`config.mk`:
```
export PLATFORM = sky130hd
export DESIGN_NAME = ctrl_pipe_flat
export DESIGN_NICKNAME = d
export VERILOG_FILES = /design/src/rtl/ctrl_pipe_if.sv /design/src/rtl/ctrl_pipe.sv /design/src/flat_wrapper.sv
export SDC_FILE = /design/constraint.sdc
export NUM_CORES = 1
export LEC_CHECK = 0
export CAP_MARGIN = 10
export CORE_MARGIN = 8
export CORE_UTILIZATION = 40
export CTS_CLUSTER_DIAMETER = 60
export CTS_CLUSTER_SIZE = 28
export DETAILED_ROUTE_END_ITERATION = 12
export GPL_ROUTABILITY_DRIVEN = 0
export PLACE_DENSITY = 0.81
export SLEW_MARGIN = 5
export SYNTH_ARGS = -nofsm -noshare
export SYNTH_HDL_FRONTEND = slang
export SYNTH_SLANG_ARGS = --single-unit
```
`constraint.sdc`:
```
create_clock -name clk -period 1.4 [get_ports clk]
set_input_delay 0.28 -clock clk [delete_from_list [all_inputs] [get_ports clk]]
set_output_delay 0.28 -clock clk [all_outputs]
set_load 0.01 [all_outputs]
```
`src/rtl/ctrl_pipe_if.sv`:
```
// Control-word bus between the decode controller, hazard unit and ctrl_pipe.
// TakenCnt/BubbleCnt exist only when CTRL_PERFCNT_EN is defined.
interface ctrl_pipe_if #(
    parameter int CNT_W = 16
);
    // Decode-stage control word
    logic       RegWriteD;
    logic [1:0] ResultSrcD;
    logic       MemWriteD;
    logic       JumpD;
    logic       BranchD;
    logic [2:0] ALUControlD;
    logic       ALUSrcD;
    logic [2:0] funct3D;

    // Hazard-unit controls and ALU flags from the datapath
    logic       FlushE;
    logic       StallE;
    logic       ZeroE;
    logic       LtE;

    // Execute stage
    logic       RegWriteE;
    logic [1:0] ResultSrcE;
    logic       MemWriteE;
    logic [2:0] ALUControlE;
    logic       ALUSrcE;
    logic       PCSrcE;

    // Memory and Writeback stages
    logic       RegWriteM;
    logic [1:0] ResultSrcM;
    logic       MemWriteM;
    logic       RegWriteW;
    logic [1:0] ResultSrcW;

`ifdef CTRL_PERFCNT_EN
    logic [CNT_W-1:0] TakenCnt;
    logic [CNT_W-1:0] BubbleCnt;
`endif

    modport master (
`ifdef CTRL_PERFCNT_EN
        input  TakenCnt, BubbleCnt,
`endif
        output RegWriteD, ResultSrcD, MemWriteD, JumpD, BranchD,
               ALUControlD, ALUSrcD, funct3D,
               FlushE, StallE, ZeroE, LtE,
        input  RegWriteE, ResultSrcE, MemWriteE, ALUControlE, ALUSrcE, PCSrcE,
               RegWriteM, ResultSrcM, MemWriteM,
               RegWriteW, ResultSrcW
    );

    modport slave (
`ifdef CTRL_PERFCNT_EN
        output TakenCnt, BubbleCnt,
`endif
        input  RegWriteD, ResultSrcD, MemWriteD, JumpD, BranchD,
               ALUControlD, ALUSrcD, funct3D,
               FlushE, StallE, ZeroE, LtE,
        output RegWriteE, ResultSrcE, MemWriteE, ALUControlE, ALUSrcE, PCSrcE,
               RegWriteM, ResultSrcM, MemWriteM,
               RegWriteW, ResultSrcW
    );
endinterface

```
`src/rtl/ctrl_pipe.sv`:
```
// ctrl_pipe: carries the decoded control word through E/M/W and resolves branches in E.
// Define CTRL_PERFCNT_EN to add saturating TakenCnt/BubbleCnt performance counters.
module ctrl_pipe #(
    parameter int CNT_W = 16
) (
    input  logic       clk,
    input  logic       rst,
    ctrl_pipe_if.slave bus
);

    localparam logic [2:0] F3_BEQ = 3'b000;
    localparam logic [2:0] F3_BNE = 3'b001;
    localparam logic [2:0] F3_BLT = 3'b100;
    localparam logic [2:0] F3_BGE = 3'b101;

    typedef struct packed {
        logic       reg_write;
        logic [1:0] result_src;
        logic       mem_write;
        logic       jump;
        logic       branch;
        logic [2:0] alu_control;
        logic       alu_src;
        logic [2:0] funct3;
    } e_ctrl_t;

    typedef struct packed {
        logic       reg_write;
        logic [1:0] result_src;
        logic       mem_write;
    } m_ctrl_t;

    typedef struct packed {
        logic       reg_write;
        logic [1:0] result_src;
    } w_ctrl_t;

    e_ctrl_t r_e;
    m_ctrl_t r_m;
    w_ctrl_t r_w;

    e_ctrl_t w_d;
    m_ctrl_t w_m_next;
    logic    w_cond;
    logic    w_pcsrc;

    assign w_d = '{
        reg_write:   bus.RegWriteD,
        result_src:  bus.ResultSrcD,
        mem_write:   bus.MemWriteD,
        jump:        bus.JumpD,
        branch:      bus.BranchD,
        alu_control: bus.ALUControlD,
        alu_src:     bus.ALUSrcD,
        funct3:      bus.funct3D
    };

    // Flush has priority over stall: the stalled word is discarded and M still receives it.
    // NOTE: sequential state uses <= so every register samples pre-edge values regardless of block order.
    always_ff @(posedge clk or posedge rst) begin
        if (rst) begin
            r_e <= '0;
        end else if (bus.FlushE) begin
            r_e <= '0;
        end else if (!bus.StallE) begin
            r_e <= w_d;
        end
    end

    // A stall without a flush pushes a bubble into M while E holds.
    always_comb begin
        // NOTE: every always_comb output gets a default first, so no path can infer a latch.
        w_m_next = '{reg_write: r_e.reg_write, result_src: r_e.result_src, mem_write: r_e.mem_write};
        if (bus.StallE && !bus.FlushE) begin
            w_m_next = '0;
        end
    end

    always_ff @(posedge clk or posedge rst) begin
        if (rst) begin
            r_m <= '0;
        end else begin
            r_m <= w_m_next;
        end
    end

    always_ff @(posedge clk or posedge rst) begin
        if (rst) begin
            r_w <= '0;
        end else begin
            r_w <= '{reg_write: r_m.reg_write, result_src: r_m.result_src};
        end
    end

    always_comb begin
        w_cond = 1'b0;
        case (r_e.funct3)
            F3_BEQ:  w_cond = bus.ZeroE;
            F3_BNE:  w_cond = ~bus.ZeroE;
            F3_BLT:  w_cond = bus.LtE;
            F3_BGE:  w_cond = ~bus.LtE;
            default: w_cond = 1'b0;
        endcase
    end

    // Masked during a stall so the redirect fires exactly once, on the unstalled cycle.
    assign w_pcsrc = ~bus.StallE & (r_e.jump | (r_e.branch & w_cond));

    assign bus.RegWriteE   = r_e.reg_write;
    assign bus.ResultSrcE  = r_e.result_src;
    assign bus.MemWriteE   = r_e.mem_write;
    assign bus.ALUControlE = r_e.alu_control;
    assign bus.ALUSrcE     = r_e.alu_src;
    assign bus.PCSrcE      = w_pcsrc;

    assign bus.RegWriteM   = r_m.reg_write;
    assign bus.ResultSrcM  = r_m.result_src;
    assign bus.MemWriteM   = r_m.mem_write;

    assign bus.RegWriteW   = r_w.reg_write;
    assign bus.ResultSrcW  = r_w.result_src;

`ifdef CTRL_PERFCNT_EN
    localparam logic [CNT_W-1:0] CNT_MAX = '1;

    logic [CNT_W-1:0] r_taken_cnt;
    logic [CNT_W-1:0] r_bubble_cnt;

    always_ff @(posedge clk or posedge rst) begin
        if (rst) begin
            r_taken_cnt  <= '0;
            r_bubble_cnt <= '0;
        end else begin
            if (w_pcsrc && (r_taken_cnt != CNT_MAX)) begin
                r_taken_cnt <= r_taken_cnt + CNT_W'(1);
            end
            if ((bus.FlushE || bus.StallE) && (r_bubble_cnt != CNT_MAX)) begin
                r_bubble_cnt <= r_bubble_cnt + CNT_W'(1);
            end
        end
    end

    assign bus.TakenCnt  = r_taken_cnt;
    assign bus.BubbleCnt = r_bubble_cnt;
`endif

endmodule

```
`src/flat_wrapper.sv`:
```
// flat-port wrapper written by rule: the top's interface ports become plain ports
module ctrl_pipe_flat 
#(
    parameter int CNT_W = 16
)
  (clk, rst, bus_RegWriteD, bus_ResultSrcD, bus_MemWriteD, bus_JumpD, bus_BranchD, bus_ALUControlD, bus_ALUSrcD, bus_funct3D, bus_FlushE, bus_StallE, bus_ZeroE, bus_LtE, bus_RegWriteE, bus_ResultSrcE, bus_MemWriteE, bus_ALUControlE, bus_ALUSrcE, bus_PCSrcE, bus_RegWriteM, bus_ResultSrcM, bus_MemWriteM, bus_RegWriteW, bus_ResultSrcW);
  ctrl_pipe_if #(.CNT_W(CNT_W)) bus_i ();
  input  logic clk;
  input  logic rst;
  input wire logic [$bits(bus_i.RegWriteD)-1:0] bus_RegWriteD;
  input wire logic [$bits(bus_i.ResultSrcD)-1:0] bus_ResultSrcD;
  input wire logic [$bits(bus_i.MemWriteD)-1:0] bus_MemWriteD;
  input wire logic [$bits(bus_i.JumpD)-1:0] bus_JumpD;
  input wire logic [$bits(bus_i.BranchD)-1:0] bus_BranchD;
  input wire logic [$bits(bus_i.ALUControlD)-1:0] bus_ALUControlD;
  input wire logic [$bits(bus_i.ALUSrcD)-1:0] bus_ALUSrcD;
  input wire logic [$bits(bus_i.funct3D)-1:0] bus_funct3D;
  input wire logic [$bits(bus_i.FlushE)-1:0] bus_FlushE;
  input wire logic [$bits(bus_i.StallE)-1:0] bus_StallE;
  input wire logic [$bits(bus_i.ZeroE)-1:0] bus_ZeroE;
  input wire logic [$bits(bus_i.LtE)-1:0] bus_LtE;
  output wire logic [$bits(bus_i.RegWriteE)-1:0] bus_RegWriteE;
  output wire logic [$bits(bus_i.ResultSrcE)-1:0] bus_ResultSrcE;
  output wire logic [$bits(bus_i.MemWriteE)-1:0] bus_MemWriteE;
  output wire logic [$bits(bus_i.ALUControlE)-1:0] bus_ALUControlE;
  output wire logic [$bits(bus_i.ALUSrcE)-1:0] bus_ALUSrcE;
  output wire logic [$bits(bus_i.PCSrcE)-1:0] bus_PCSrcE;
  output wire logic [$bits(bus_i.RegWriteM)-1:0] bus_RegWriteM;
  output wire logic [$bits(bus_i.ResultSrcM)-1:0] bus_ResultSrcM;
  output wire logic [$bits(bus_i.MemWriteM)-1:0] bus_MemWriteM;
  output wire logic [$bits(bus_i.RegWriteW)-1:0] bus_RegWriteW;
  output wire logic [$bits(bus_i.ResultSrcW)-1:0] bus_ResultSrcW;
  assign bus_i.RegWriteD = bus_RegWriteD;
  assign bus_i.ResultSrcD = bus_ResultSrcD;
  assign bus_i.MemWriteD = bus_MemWriteD;
  assign bus_i.JumpD = bus_JumpD;
  assign bus_i.BranchD = bus_BranchD;
  assign bus_i.ALUControlD = bus_ALUControlD;
  assign bus_i.ALUSrcD = bus_ALUSrcD;
  assign bus_i.funct3D = bus_funct3D;
  assign bus_i.FlushE = bus_FlushE;
  assign bus_i.StallE = bus_StallE;
  assign bus_i.ZeroE = bus_ZeroE;
  assign bus_i.LtE = bus_LtE;
  assign bus_RegWriteE = bus_i.RegWriteE;
  assign bus_ResultSrcE = bus_i.ResultSrcE;
  assign bus_MemWriteE = bus_i.MemWriteE;
  assign bus_ALUControlE = bus_i.ALUControlE;
  assign bus_ALUSrcE = bus_i.ALUSrcE;
  assign bus_PCSrcE = bus_i.PCSrcE;
  assign bus_RegWriteM = bus_i.RegWriteM;
  assign bus_ResultSrcM = bus_i.ResultSrcM;
  assign bus_MemWriteM = bus_i.MemWriteM;
  assign bus_RegWriteW = bus_i.RegWriteW;
  assign bus_ResultSrcW = bus_i.ResultSrcW;
  ctrl_pipe #(.CNT_W(CNT_W)) u_core (.clk(clk), .rst(rst), .bus(bus_i));
endmodule
```
# Word-level counts from Yosys, hierarchy flattened
# Cells that the tools add are included.
# totals
wordCells,30
inputBits,19
ff_bits,20
latchBits,0
mem_count,0
out_inout_bits,16
romBits,0
ramBits,0
# classes
mux,4
reduce_logical,3
magnitude_cmp,0
add_sub_neg,0
n_eq_ne,4
shift,0
bitwise,6
mul,0
div_mod_pow,0
# ops
cell,n
two-way mux 13 bit,2
"== test 3 bit, second input constant",2
two-way mux 4 bit,1
case mux 1 bit (4 select lines),1
"== test 3 x 1 -> 1 bit, second input constant",1
zero test 3 bit,1
inverter 1 bit,3
bitwise AND 1 bit,2
"!= test 2 bit, second input constant",1
logical AND 1 bit,1
zero test 1 bit,1
OR 1 bit,1

# Depth between registers and ports, before layout
# Gate-level depths: netlist (run 1).
# depth
ltp_word,5
mapped_depth,4
mapped_depth_nobuf,3

# Worst setup path before layout (run 1)
# No wires, ideal clock.
# synth_timing
path_type,input -> output
from,input bus_StallE
to,output bus_PCSrcE
n_path_buf,1
path_slack_ns,0.011
t_required_ns,1.120
arrival_time_ns,1.109
path_stages,3
path_cell_list,buf_6 or4b_1 o221ai_2
# synth_between
elab_chain_cells,2
# synth_rtl
item,line_no,rtl
start: declaration,flat_wrapper.sv:19,input wire logic [$bits(bus_i.StallE)-1:0] bus_StallE;
inverter 1 bit,ctrl_pipe.sv:107,assign w_pcsrc = ~bus.StallE & (r_e.jump | (r_e.branch & w_cond));
bitwise AND 1 bit,ctrl_pipe.sv:107,
end: declaration,flat_wrapper.sv:27,output wire logic [$bits(bus_i.PCSrcE)-1:0] bus_PCSrcE;
# Every way passes these cells.

# Worst setup path after layout (run 1)
# layout_timing
from,register u_core.r_e[0] in the netlist's numbering
to,output bus_PCSrcE
# layout_between
elab_chain_cells,5
elab_cells_between_ends,8
classes_between,3 x eq/ne; 1 x mux; 3 x bitwise; 1 x reduce/logical
# layout_rtl
item,line_no,rtl
start: declaration,ctrl_pipe.sv:38,e_ctrl_t r_e;
start signal: assignment,ctrl_pipe.sv:66,r_e <= w_d;
"== test 3 bit, or another cell as far along",ctrl_pipe.sv:97,case (r_e.funct3)
case mux 1 bit (4 select lines) *,ctrl_pipe.sv:97,
bitwise AND 1 bit *,ctrl_pipe.sv:107,
OR 1 bit *,ctrl_pipe.sv:107,
bitwise AND 1 bit *,ctrl_pipe.sv:107,
# Mark *: on every way between the ends. The rest lies on a longest branch, timed or not.

==> run_results.csv, run 1 <==
group,metric,value,unit
placement,place_hpwl,1460,um
worst_setup_path,regToRegSetupSlack,0.57,ns
final_layout,final_util,0.6244,
synthesis,synth_area_leaders,"dfrtp_1, mux2i_1, nor2_1",
clock_network,htreeDepth,1,
synthesis,synth.top_cell.area_share,0.6070,
final_layout,final_nets,123,
final_layout,syn_to_final_growth,48.56,%
worst_setup_path,worstSetupPathType,"reg -> out",
floorplan,die_x,61.40,um
clock_network,path_clk_slew,0.11,ns
drt,wl_per_cell,14.05,um
clock_network,clock_sinks,20,
timing,setup_viol_count_final,1,
timing,tightest_slew,0.2654,ns
synthesis,synth_top_family_by_area,"multiplexers",
grt,grt_pass1_vias,625,
worst_setup_path,critPathMaxStageDelay,0.51,ns
placement,dp_slack,-0.8409,ns
drt,drt_wl_total,1827,um
grt,use_met2,0.1701,
drt,ant_nets,0,
power_and_ir_drop,power_frac_comb,0.148,
synthesis,synth_nets,85,
drt,dr.pass1.iters,2,
power_and_ir_drop,power_density,1042,nW/um^2
clock_network,cts_made_buffers,3,
synthesis,syn_inst,66,
clock_network,cts_buffer_depth,2,
worst_setup_path,cpMaxStageDelayCell,"or4b_4",
power_and_ir_drop,p_sw,269.6,uW
worst_setup_path,crit_buf_inv,1,
final_layout,final-seq-area,500.5,um^2
timing,min_period_over_period,1.271,
worst_setup_path,critPathArrivalTime,1.50,ns
clock_network,clk_latency,0.29,ns
floorplan,die_y,61.40,um
placement,placement.io_buffers,34,
timing,fin_setup_tns,-0.3796,ns
grt,grtUsageMet1,0.1021,
timing,finalHoldViolCount,0,
synthesis,ys_warn_count,0,
power_and_ir_drop,netSwitchingFraction,0.2112,
grt,grt_max_degree,21,
timing,fmaxAchievable,561.9,MHz
synthesis,yosysTopAreaCell,"dfrtp_1",
worst_setup_path,crit_family,"simple AND/OR/NAND/NOR gates",
grt,grt_first_pass_wirelength,2801,um
timing,clock_skew,0.0009927,ns
status,violations,"negative setup slack",
grt,grt_use_met3,0.04593,
drt,route.detailed.drc,0,
grt,grt_overflow,0,
power_and_ir_drop,peakVddDrop,0.0006390,V
timing,slew_viol_final,0,
final_layout,multi_input_area,262.8,um^2
floorplan,dieArea,3770,um^2
synthesis,synthSimpleGateAreaFrac,0.1259,
final_layout,fillers,178,
power_and_ir_drop,clkPwrFrac,0.363,
synthesis,syn_area_per_cell,12.49,um^2
synthesis,synth_cell_types,14,
final_layout,antenna_cells,0,
timing,period_needed,1.780,ns
power_and_ir_drop,internal_power,1.007,mW
worst_setup_path,startpoint_type,"flip-flop",
final_layout,drive_above_1_share,0.1359,
status,run_status,"finished, violations left",
clock_network,cts_tree,"built",
clock_network,clock_tree.root_cell,"clkbuf_4",
grt,track_usage,0.1024,
worst_setup_path,r2r_end,"u_core.r_e[1]",
timing,hold_slack,0.2927,ns
synthesis,ys_seq_area_frac,0.6070,
drt,drt_first_iter_violations,8,
floorplan,rows,16,
floorplan,ios,35,
worst_setup_path,worstRegToRegCells,3,
power_and_ir_drop,p_seq_frac,0.488,
timing,max-slew-margin-rel,0.8207,
power_and_ir_drop,leakagePower,0.6512,nW
worst_setup_path,endpoint_kind,"output pin",
grt,antenna_found_initial,0,
worst_setup_path,cp.required,1.12,ns
drt,num_vias,598,
synthesis,synth_mux_area_frac,0.1700,
floorplan,coreArea,1962,um^2
flow_run,maxCapViolations,0,
synthesis,synth_compound_area_frac,0.01821,
synthesis,synth_fa_ha_area_frac,0,
floorplan,start_util,0.4203,
synthesis,synth.ff_latch_count,20,
worst_setup_path,rr_startpoint,"u_core.r_e[1]",
drt,via_per_inst,4.600,
placement,dp.cells,126,
grt,grt-busiest-layer,"met2",
synthesis,synth_xor_area_frac,0,
timing,layout_setup_ws,-0.3796,ns
synthesis,syn_area,824.5,um^2
worst_hold_path,min_path_type,"in -> async",
worst_setup_path,cp_max_fo,2,
final_layout,finalNonFillerCells,130,
worst_setup_path,cp_cell_sequence,"or4b_4, o221ai_2, buf_2",
timing,rsz0062_at_grt,"yes",
-- kinds of logic (layout without fill, tap and decap cells) --
family | count (synthesis) | in the layout
simple gates | 21 | 21
mux | 14 | 14
flops | 20 | 20
buf+inv | 10 | 47
compound gates | 1 | 1
-- cell type report --
type	instances	area share
Clock buffer	3	0.01839
Inverter	2	0.006129
Timing Repair Buffer	41	0.3003
Tap cell	27	0.02758
Multi-Input combinational cell	36	0.2145
Sequential cell	20	0.4086
Clock inverter	1	0.02451
-- metal layers --
layer / up-vias / share of wire
met2: 19 / 0.52
li1: 289 / -
met1: 288 / 0.39
met3: 2 / 0.086
met4: 0 / 0.0066
met5: - / 0
-- worst reg2reg max path: stages, from the launching register on --
cell and delay, ns:
dfrtp_1 0.41, buf_4 0.14, mux2i_1 0.12, nor2_1 0.06
-- cells in the mapped netlist --
library cell  instances
dfrtp_1              20
mux2i_1              14
nor2_1               13
buf_4                 5
and2_1                4
inv_1                 2
buf_2                 1
buf_6                 1
clkbuf_1              1
nand2_1               1
nand2b_1              1
nor4bb_1              1
o221ai_2              1
or4b_1                1
-- flip-flops by register name (all words and copies together), names as in the netlist, 2 cells and up --
signal,count
u_core.bus.ResultSrcE,2
u_core.bus.ALUControlE,3
u_core.bus.ResultSrcW,2
u_core.r_e,5
u_core.bus.ResultSrcM,2
-- power groups by stage --
stage / Sequential [mW] / Clock (mW) / Combinational [mW]
after floorplan: 0.641 / 0 / 0.0856
after global placement: 0.634 / 0 / 0.207
after detailed placement: 0.636 / 0 / 0.211
after CTS: 0.624 / 0.477 / 0.193
after global routing: 0.627 / 0.508 / 0.207
final: 0.624 / 0.464 / 0.189
-- metrics by stage --
step                      power, mW  cell area (um^2)
after floorplan              0.7269             824.5
after global placement       0.8407              1194
after detailed placement     0.8473              1194
after CTS                     1.295              1225
after global routing          1.342              1225
final                         1.277              1225
-- how the worst max path moves through the flow --
stage / start / end / cells past startpoint
6_report: u_core.r_e[0] / bus_PCSrcE / 3
4_1_cts: u_core.r_e[0] / bus_PCSrcE / 3
2_1_floorplan: bus_StallE / bus_PCSrcE / 3
3_3_place_gp: bus_StallE / bus_PCSrcE / 4
3_5_place_dp: bus_StallE / bus_PCSrcE / 4
5_1_grt: u_core.r_e[0] / bus_PCSrcE / 3
-- placed cells by master (no fill, tap or decap), types with 2 or more instances in the layout --
cell type        Yosys  layout
clkdlybuf4s50_1      0      17
dlygate4sd2_1        0      16
buf_4                5       7
and2_1               4       4
clkbuf_4             0       3
nor2_1              13      13
inv_1                2       2
mux2i_1             14      14
dfrtp_1             20      20
-- what timing repair did --
| item | in CTS | in global routing |
|---|---|---|
| pin swaps | 1 | 0 |
| hold endpoints to repair | 0 | 0 |
| buffers inserted | 0 | 0 |
| hold buffers | 0 | 0 |
| resized for setup | 21 | 0 |
| setup endpoints to repair | 16 | 1 |
Note: power is estimated with default switching activity, not from simulation.
==> run 2, diff against run 1 <==
--- a/config.mk
+++ b/config.mk
@@ -13,6 +13,7 @@
 export DETAILED_ROUTE_END_ITERATION = 12
 export GPL_ROUTABILITY_DRIVEN = 0
 export PLACE_DENSITY = 0.81
+export SKIP_CTS_REPAIR_TIMING = 1
 export SLEW_MARGIN = 5
 export SYNTH_ARGS = -nofsm -noshare
 export SYNTH_HDL_FRONTEND = slang
==> constraint.sdc (replaced) <==
create_clock -name clk -period 1.4 [get_ports clk]
set_input_delay 0.14 -clock clk [delete_from_list [all_inputs] [get_ports clk]]
set_output_delay 0.14 -clock clk [all_outputs]
set_load 0.01 [all_outputs]
==> run 2 against run 1 <==
The flow still finishes with violations (negative setup slack). Wire length fell by 1.3%. Final cell count did not move. Combinational power rose by 7%. Non-clock buffer count did not move. Via count rose by 1.3%. Hold slack got worse by 0.15 ns. Power rose by 1.6%. Utilization rose by 2.0 points. Setup slack improved by 0.13 ns. Critical endpoint unchanged. Largest power group unchanged.
==> run_results.csv, run 2 (synthesis results as in run 1) <==
group,metric,value,unit
status,run_status,"finished, violations left",
status,violations,"negative setup slack",
power_and_ir_drop,clkPwrFrac,0.363,
clock_network,path_clk_slew,0.11,ns
worst_setup_path,cp.required,1.26,ns
clock_network,clk_latency,0.31,ns
grt,track_usage,0.09644,
placement,placement.io_buffers,34,
timing,tightest_slew,0.2593,ns
worst_setup_path,critPathArrivalTime,1.51,ns
clock_network,htreeDepth,1,
power_and_ir_drop,internal_power,1.022,mW
timing,max-slew-margin-rel,0.8248,
worst_setup_path,startpoint_type,"flip-flop",
power_and_ir_drop,p_sw,274.6,uW
worst_setup_path,regToRegSetupSlack,0.57,ns
worst_setup_path,worstSetupPathType,"reg -> out",
timing,slew_viol_final,0,
clock_network,cts_tree,"built",
timing,layout_setup_ws,-0.2540,ns
floorplan,ios,35,
timing,period_needed,1.654,ns
timing,setup_viol_count_final,1,
worst_setup_path,rr_startpoint,"u_core.r_e[1]",
clock_network,cts_made_buffers,3,
grt,grt_overflow,0,
drt,dr.pass1.iters,2,
timing,fmaxAchievable,604.6,MHz
power_and_ir_drop,netSwitchingFraction,0.2118,
timing,finalHoldViolCount,0,
floorplan,die_y,61.40,um
final_layout,largest_register,"u_core.r_e",
power_and_ir_drop,power_density,1025,nW/um^2
grt,grt_max_degree,21,
final_layout,final_cell_mix,"clkdlybuf4s50_1, dfrtp_1, mux2i_1, nor2_1, dlymetal6s2s_1",
floorplan,rows,16,
flow_run,maxCapViolations,0,
drt,num_vias,606,
worst_setup_path,r2r_end,"u_core.r_e[1]",
grt,antenna_found_initial,0,
drt,ant_nets,0,
timing,rsz0062_at_grt,"yes",
drt,drt_wl_total,1803,um
final_layout,syn_to_final_growth,53.41,%
grt,grt_pass1_vias,591,
drt,via_per_inst,4.662,
clock_network,clock_sinks,20,
final_layout,layout_commonest_cell,"clkdlybuf4s50_1",
grt,grt_first_pass_wirelength,2539,um
worst_hold_path,min_path_type,"in -> async",
drt,drt_first_iter_violations,2,
worst_setup_path,worstRegToRegCells,3,
timing,min_period_over_period,1.181,
final_layout,final_nets,123,
floorplan,dieArea,3770,um^2
final_layout,drive_above_1_share,0.1359,
power_and_ir_drop,power_frac_comb,0.156,
worst_setup_path,cp_max_fo,2,
power_and_ir_drop,p_seq_frac,0.481,
drt,route.detailed.drc,0,
power_and_ir_drop,leakagePower,0.7193,nW
final_layout,largest_reg_flops,5,
clock_network,clock_tree.root_cell,"clkbuf_4",
worst_setup_path,endpoint_kind,"output pin",
floorplan,die_x,61.40,um
floorplan,coreArea,1962,um^2
placement,dp_slack,-0.5575,ns
floorplan,start_util,0.4203,
clock_network,cts_buffer_depth,2,
power_and_ir_drop,peakVddDrop,0.0009526,V
placement,place_hpwl,1451,um
final_layout,antenna_cells,0,
drt,wl_per_cell,13.87,um
timing,fin_setup_tns,-0.2540,ns
timing,clock_skew,0.0008720,ns
==> run 2: cell count changes in the layout (fill, tap and decap cells not counted), sizes merged <==
cell           before  now
dlymetal6s2s        0    8
clkdlybuf4s50      17   25
dlygate4sd2        16    0
==> run 2: worst max-delay path by stage <==
| stage | startpoint | end | slack, ns |
|---|---|---|---|
| 2_1_floorplan | u_core.r_e[1] | bus_PCSrcE | 0.20 |
| 3_3_place_gp | bus_StallE | bus_PCSrcE | -0.56 |
| 3_5_place_dp | bus_StallE | bus_PCSrcE | -0.56 |
| 4_1_cts | u_core.r_e[1] | bus_PCSrcE | -0.71 |
| 5_1_grt | u_core.r_e[1] | bus_PCSrcE | -0.32 |
| 6_report | u_core.r_e[1] | bus_PCSrcE | -0.25 |
==> run 2: power groups by stage <==
| stage | clock, mW | sequential (mW) | combinational, mW |
|---|---|---|---|
| final | 0.470 | 0.624 | 0.203 |
| after global routing | 0.510 | 0.627 | 0.219 |
| after CTS | 0.486 | 0.625 | 0.212 |
| after detailed placement | 0 | 0.636 | 0.212 |
| after global placement | 0 | 0.634 | 0.206 |
| after floorplan | 0 | 0.641 | 0.0856 |
==> run 2: metrics by stage <==
step,hold WS [ns],area [um^2],cells,util,total power [mW]
2_1_floorplan,0.1038,824.5,66,-,0.7269
3_3_place_gp,0.3585,1194,126,0.6084,0.8405
3_5_place_dp,0.3761,1194,126,0.6084,0.8480
4_1_cts,0.1457,1246,130,0.6352,1.323
5_1_grt,0.1619,1265,130,0.6448,1.356
6_report,0.1420,1265,130,0.6448,1.297
==> run 2: layout make-up <==
cell class	count	area, um^2
Tap cell	27	33.78
Sequential cell	20	500.5
Multi-Input combinational cell	36	262.8
Clock inverter	1	30.03
Inverter	2	7.507
Clock buffer	3	22.52
Fill cell	170	696.9
Timing Repair Buffer	41	407.9
==> run 2: critical path, cell delays in order (launching register included) <==
cell	delay, ns
dfrtp_1	0.40
or4b_4	0.52
o221ai_2	0.13
buf_2	0.16
==> run 2: metal layers <==
layer	share of wire	track usage	wire length, um	vias up
met5	0	0	0	-
met4	0.022	0.05844	39	0
met2	0.51	0.1672	928	22
met3	0.075	0.05010	136	5
met1	0.39	0.08744	700	292
li1	-	-	-	287
